[src/rtl/fetch_sequencer_pkg.sv]
// Shared definitions for the fetch sequencer: state encoding, PC step and default reset PC.
package fetch_sequencer_pkg;

    typedef enum logic [1:0] {
        IDLE  = 2'd0,
        FETCH = 2'd1,
        HOLD  = 2'd2
    } fetch_state_t;

    localparam int          PC_INC           = 4;
    localparam logic [31:0] DEFAULT_RESET_PC = 32'h0000_0000;

endpackage

[src/rtl/fetch_perf_counter.sv]
// Saturating event counter used for the optional fetch performance statistics.
module fetch_perf_counter #(
    parameter int W = 32
) (
    input  logic         clock,
    input  logic         reset,
    input  logic         inc,
    output logic [W-1:0] count
);

    logic [W-1:0] count_reg;

    // Sticks at all-ones rather than wrapping so long runs never read as small counts.
    always_ff @(posedge clock or posedge reset) begin
        if (reset) begin
            count_reg <= '0;
        end else if (inc && (count_reg != {W{1'b1}})) begin
            count_reg <= count_reg + 1'b1;
        end
    end

    assign count = count_reg;

endmodule

[src/rtl/fetch_sequencer.sv]
// Fetch PC owner driving req/ack cache transactions and a decode-facing output register.
// Optional statistics outputs are built when FETCH_PERF_CNT_EN is defined.
module fetch_sequencer
    import fetch_sequencer_pkg::*;
#(
    parameter int                ADDR_W   = 32,
    parameter int                INSTR_W  = 32,
    parameter logic [ADDR_W-1:0] RESET_PC = ADDR_W'(DEFAULT_RESET_PC)
) (
    input  logic               clock,
    input  logic               reset,
    input  logic               fetch_en,
    input  logic               branch_taken,
    input  logic [ADDR_W-1:0]  branch_target,
    output logic               icache_req,
    output logic [ADDR_W-1:0]  icache_addr,
    input  logic               icache_ack,
    input  logic [INSTR_W-1:0] icache_data,
    output logic               instr_valid,
    input  logic               instr_ready,
    output logic [INSTR_W-1:0] instr,
    output logic [ADDR_W-1:0]  instr_pc
`ifdef FETCH_PERF_CNT_EN
    ,
    output logic [31:0]        perf_fetched,
    output logic [31:0]        perf_wait
`endif
);

    fetch_state_t       state_reg;
    logic [ADDR_W-1:0]  pc_reg;
    logic               req_reg;
    logic               valid_reg;
    logic [INSTR_W-1:0] instr_reg;
    logic [ADDR_W-1:0]  instr_pc_reg;
    logic [ADDR_W-1:0]  redirect_pc;

    assign redirect_pc = branch_target & ~ADDR_W'(3);

    // Redirect is checked first so a same-edge ack or decode handshake is dropped.
    always_ff @(posedge clock or posedge reset) begin
        if (reset) begin
            state_reg    <= IDLE;
            pc_reg       <= RESET_PC;
            req_reg      <= 1'b0;
            valid_reg    <= 1'b0;
            instr_reg    <= '0;
            instr_pc_reg <= '0;
        end else if (branch_taken) begin
            pc_reg    <= redirect_pc;
            valid_reg <= 1'b0;
            state_reg <= fetch_en ? FETCH : IDLE;
            req_reg   <= fetch_en;
        end else begin
            case (state_reg)
                IDLE: begin
                    if (fetch_en) begin
                        state_reg <= FETCH;
                        req_reg   <= 1'b1;
                    end
                end
                FETCH: begin
                    // fetch_en is ignored here: a presented request always runs to its ack.
                    if (icache_ack) begin
                        instr_reg    <= icache_data;
                        instr_pc_reg <= pc_reg;
                        valid_reg    <= 1'b1;
                        pc_reg       <= pc_reg + ADDR_W'(PC_INC);
                        state_reg    <= HOLD;
                        req_reg      <= 1'b0;
                    end
                end
                HOLD: begin
                    if (instr_ready) begin
                        valid_reg <= 1'b0;
                        state_reg <= fetch_en ? FETCH : IDLE;
                        req_reg   <= fetch_en;
                    end
                end
                default: begin
                    state_reg <= IDLE;
                    req_reg   <= 1'b0;
                    valid_reg <= 1'b0;
                end
            endcase
        end
    end

    assign icache_req  = req_reg;
    assign icache_addr = pc_reg;
    assign instr_valid = valid_reg;
    assign instr       = instr_reg;
    assign instr_pc    = instr_pc_reg;

`ifdef FETCH_PERF_CNT_EN
    logic [1:0]       perf_inc;
    logic [1:0][31:0] perf_count;

    // A handshake coinciding with a redirect is not a delivery, so it is not counted.
    assign perf_inc[0] = valid_reg && instr_ready && !branch_taken;
    assign perf_inc[1] = req_reg && !icache_ack;

    generate
        for (genvar gi = 0; gi < 2; gi++) begin : g_perf
            fetch_perf_counter #(.W(32)) u_counter (
                .clock (clock),
                .reset (reset),
                .inc   (perf_inc[gi]),
                .count (perf_count[gi])
            );
        end
    endgenerate

    assign perf_fetched = perf_count[0];
    assign perf_wait    = perf_count[1];
`endif

endmodule

[config.mk]
export PLATFORM = sky130hd
export DESIGN_NAME = fetch_sequencer
export DESIGN_NICKNAME = d
export VERILOG_FILES = /design/src/rtl/fetch_sequencer_pkg.sv /design/src/rtl/fetch_perf_counter.sv /design/src/rtl/fetch_sequencer.sv
export SDC_FILE = /design/constraint.sdc
export NUM_CORES = 1
export LEC_CHECK = 0
export ABC_AREA = 1
export CORE_ASPECT_RATIO = 1.25
export CORE_MARGIN = 3
export CORE_UTILIZATION = 35
export DETAILED_ROUTE_END_ITERATION = 10
export SLEW_MARGIN = 20
export SYNTH_ARGS = -nofsm -noshare
export SYNTH_HDL_FRONTEND = slang
export SYNTH_HIERARCHICAL = 1
export SYNTH_SLANG_ARGS = --single-unit
[constraint.sdc]
create_clock -name clock -period 3.5 [get_ports clock]
set_input_delay 0.525 -clock clock [delete_from_list [all_inputs] [get_ports clock]]
set_output_delay 0.525 -clock clock [all_outputs]
set_load 0.02 [all_outputs]
# == Word-level counts from Yosys, hierarchy flattened ==
# Index checks and enable logic that the tools add are counted.
# classes
eq_ne,6
n_reduce_logical,7
mux,18
n_bitwise,1
add_sub_neg,1
# op_table
cell,count
two-way mux 32 bit,3
"adder 32 x 3 -> 32 bit, second input constant",1
"!= test 3 bit, second input constant",3
AND reduction 3 bit,3
two-way mux 1 bit,8
two-way mux 2 bit,4
case mux 1 bit (3 select lines),2
case mux 2 bit (3 select lines),1
nonzero test 2 bit,2
"== test 2 x 1 -> 1 bit, second input constant",1
"== test 2 bit, second input constant",1
logical NOT 2 bit,1
"!= test 2 bit, second input constant",1
AND reduction 2 bit,1
inverter 1 bit,1
# word_totals
word_cells,39
register_bits,100
in_bits,70

# == Depth between registers and ports, before layout ==
# logic_depth
depth_word,4
mapped_depth,10

# == Least setup slack after synthesis ==
# OpenSTA, ideal clock, no wires.
# synth_path
path_kind,register to register
startpoint,register pc_reg[3] (netlist: icache_addr[3])
endpoint,register pc_reg[26] (netlist: icache_addr[26])
required_ns,3.383
setup_slack_ns,1.944
path_buffers,0
arrival_ns,1.440
path_stages_with_launch,11
cell_sequence,dfrtp_1 ha_1 nand2_2 nor2_4 nand2_4 nor2_4 nand2_1 nand2_1 nand3_1 nand2_1 nand2_1
# synth_between
elab_chain_cells,4
# synth_lines
item,line,rtl
from (decl),fetch_sequencer.sv:31,logic [ADDR_W-1:0] pc_reg;
from (signal assigned),fetch_sequencer.sv:50,pc_reg <= redirect_pc;
from (signal assigned),fetch_sequencer.sv:68,pc_reg <= pc_reg + ADDR_W'(PC_INC);
adder 32 x 3 -> 32 bit,fetch_sequencer.sv:68,
two-way mux 32 bit,fetch_sequencer.sv:64,if (icache_ack) begin
two-way mux 32 bit,fetch_sequencer.sv:55,case (state_reg)
two-way mux 32 bit,fetch_sequencer.sv:49,end else if (branch_taken) begin
# Every way passes these cells. The select of a mux whose other input is x is not followed.
# A chain may end at the register's enable or synchronous reset.

# == Worst setup path after layout ==
# layout_path
startpoint,input branch_taken
endpoint,register pc_reg[23] (netlist: icache_addr[23])
# layout_between
elab_chain_cells,2
word_cells_on_any_way,4
classes_between,1 x mux; 3 x reduce/logical
# layout_lines
item,line,rtl
from (decl),fetch_sequencer.sv:13,"input logic branch_taken,"
nonzero test 2 bit (no source line),-,
AND reduction 2 bit (no source line),-,
# Several ways; a longest one is shown, not always the timed one.

==> results.sh <==
export IMPL_numCtsBuffers=9
export IMPL_holdWs_ns=0.469
export IMPL_path_cells="clkdlybuf4s50_1, inv_8, nand2_1, inv_2, a21oi_1, nand2_1, nand2_1, inv_1"
export IMPL_die_h_um=136
export IMPL_final_nets=849
export IMPL_worstSetupPathDepth=8
export IMPL_hold_class="register to register"
export IMPL_critPathBufInv=4
export IMPL_slowest_delay_ns=0.96
export IMPL_multiInputGateArea_sq_um=2020
export IMPL_antenna_found_initial=0
export IMPL_max_cap_violations=0
export IMPL_end_kind="register"
export IMPL_ys_seq_elements=96
export IMPL_async_flop_share_pct=100
export IMPL_critical_path_top_delay_family="buffers and inverters"
export IMPL_drt_iter0_drc=170
export IMPL_clock_latency_ns=0.34
export IMPL_path_max_fanout=19
export IMPL_finalWirelength_um=13900
export IMPL_die_area_sq_um=15000
export IMPL_cellPowerDensity_nw_per_um2=568
export IMPL_grt_pass1_wl_um=21800
export IMPL_cts_resized=0
export IMPL_wl_per_cell_um=14.6
export IMPL_dr_total_vias=4470
export IMPL_r2r_start="state_reg[1]"
export IMPL_mostFrequentLayoutCell="nand2_1"
export IMPL_finalMaxSlewViolations=0
export IMPL_drc=0
export IMPL_final_core_util_pct=51.3
export IMPL_cts_setup_buffers=0
export IMPL_cp_startpoint="branch_taken"
export IMPL_cts_root_buf="clkbuf_16"
export IMPL_rsz0062_at_grt="no"
export IMPL_hp_start="instr_pc[7]"
export IMPL_yosysWarnings=6
export IMPL_viasPerCell=4.69
export IMPL_port_buffers=161
export IMPL_period_needed_ns=2.54
export IMPL_start_util_pct=35.8
export IMPL_path_clk_slew_ns=0.07
export IMPL_cp_start_kind="input port"
export IMPL_place_gp_congestion=0.846
export IMPL_synth_edf_count=0
export IMPL_placementRows=47
export IMPL_grt_pass1_vias=4409
export IMPL_p_leak_nw=3.24
export IMPL_tns_ns=0
export IMPL_fillers=1300
export IMPL_cts_max_level=3
export IMPL_clock_skew_ns=0.0122
export IMPL_period_share_pct=72.7
export IMPL_cp_common_cell="nand2_1"
export IMPL_synthToLayoutAreaGrowth_pct=43.2
export IMPL_critPathArrivalTime_ns=2.78
export IMPL_synth_top_flop_cell="dfrtp_1"
export IMPL_r2r_cells=8
export IMPL_mostFrequentLayoutCells="288 x nand2_1, 161 x clkdlybuf4s50_1, 96 x dfrtp_1, 45 x nor2_1, 44 x inv_1"
export IMPL_cts_sinks=96
export IMPL_first_pass_iters=4
export IMPL_avgSynthCellArea_sq_um=7.62
export IMPL_largest_reg_flops=32
export IMPL_worstPathRequired_ns=3.74
export IMPL_outcome="complete, no violations"
export IMPL_core_area_sq_um=13300
export IMPL_setup_violations=0
export IMPL_cts_tree="built"
export IMPL_synth_area_sq_um=4760
export IMPL_drive_above_1_share_pct=6.13
export IMPL_slew_headroom_pct=49.6
export IMPL_synthCells=625
export IMPL_dpl_hpwl_um=10100
export IMPL_overflow=0
export IMPL_peakVddDrop_mv=0.238
export IMPL_path_class="input port to register"
export IMPL_grt_max_degree=59
export IMPL_ctsHoldBuffers=0
export IMPL_cts_buffer_depth=2
export IMPL_ant_nets=0
export IMPL_insertedDiodeCount=0
export IMPL_fmax_ghz=0.393
export IMPL_fp_dieW_um=110
export IMPL_hold_path_depth=2
export IMPL_hold_violations=0
export IMPL_ioPinCount=168
export IMPL_slowest_stage="clkdlybuf4s50_1"
export IMPL_worstMarginPinSlew_ns=0.753
export IMPL_synth_seq_area_share_pct=50.5
export IMPL_ys_types=35
export IMPL_seq_area_sq_um=2400
export IMPL_grt_use_total_pct=18.6
worst min-delay path, stage by stage (launching register included):
cell and delay (ns):
dfrtp_1 0.34, nand2_1 0.05, nand2_1 0.05
stage by stage:
| step | power [W] | std cells | instance area (sq um) | worst slack (ns) |
|---|---|---|---|---|
| 2_1_floorplan | 0.00220 | 628 | 4770 | 0.470 |
| 3_3_place_gp | 0.00290 | 938 | 6520 | 0.573 |
| 3_5_place_dp | 0.00292 | 938 | 6520 | 0.578 |
| 4_1_cts | 0.00392 | 954 | 6820 | 0.931 |
| 5_1_grt | 0.00410 | 954 | 6820 | 0.734 |
| 6_report | 0.00387 | 954 | 6820 | 0.955 |
power by group:
part | internal [W] | switching [W] | total, W | leakage [nW]
clock | 0.000556 | 0.000436 | 0.000992 | 0.146
sequential | 0.00136 | 0.000184 | 0.00154 | 1.20
combinational | 0.000625 | 0.000712 | 0.00134 | 1.90
metal layers:
layer  up-vias  part of all wire [%]  GRT usage [%]  wire length, um
li1       2248                     -              -                -
met1      2054                    44           24.4             6080
met2       157                    48           31.5             6640
met3        11                   7.4           2.95             1030
met4         0                   1.3           5.54              179
met5         -                     0              0                0
synth_stat cells (3+ instances only):
library cell,n,area share [%]
nand2_2,4,0.53
o21ai_1,3,0.32
nor2_4,7,1.7
nand2_4,3,0.71
o211ai_1,6,0.95
nor2_1,45,3.5
nand2_1,288,23
buf_2,11,1.2
nor2_2,6,0.79
inv_1,45,3.5
buf_4,6,0.95
clkbuf_1,6,0.47
nand3b_1,3,0.47
o21ai_0,31,3.3
nand4_1,6,0.79
inv_2,3,0.24
nand3_1,32,3.4
dfrtp_1,96,50
a21oi_1,4,0.42
logic make-up (layout without fill, tap and decap cells):
group	Yosys count	count (layout)	synth area share (%)
xor+xnor	1	1	0.184
compound gates	52	52	6.31
flops	96	96	50.5
simple gates	398	398	35.4
fa+ha+maj	1	1	0.263
other cells	1	4	0.0788
buf+inv	76	231	7.28
path summary, 6_finish.rpt:
| check | to | slack [ns] |
|---|---|---|
| setup / recovery | icache_addr[23] | 0.96 |
| hold / removal | instr_pc[7] | 0.47 |
| setup reg to reg | icache_addr[23] | 1.65 |
| hold reg to reg | instr_pc[7] | 0.47 |
| max in group asynchronous | instr_pc[17] | 2.17 |
| min in group asynchronous | instr[19] | 0.63 |
area by class of cell:
cell class	instances	area share [%]
multi-input combinational	456	29.7
timing repair buffer	166	24.7
clock buffer	9	3.30
sequential	96	35.2
inverter	49	2.85
clock inverter	7	1.03
tap	171	3.14
No activity file was read; power rests on OpenSTA's default activity.
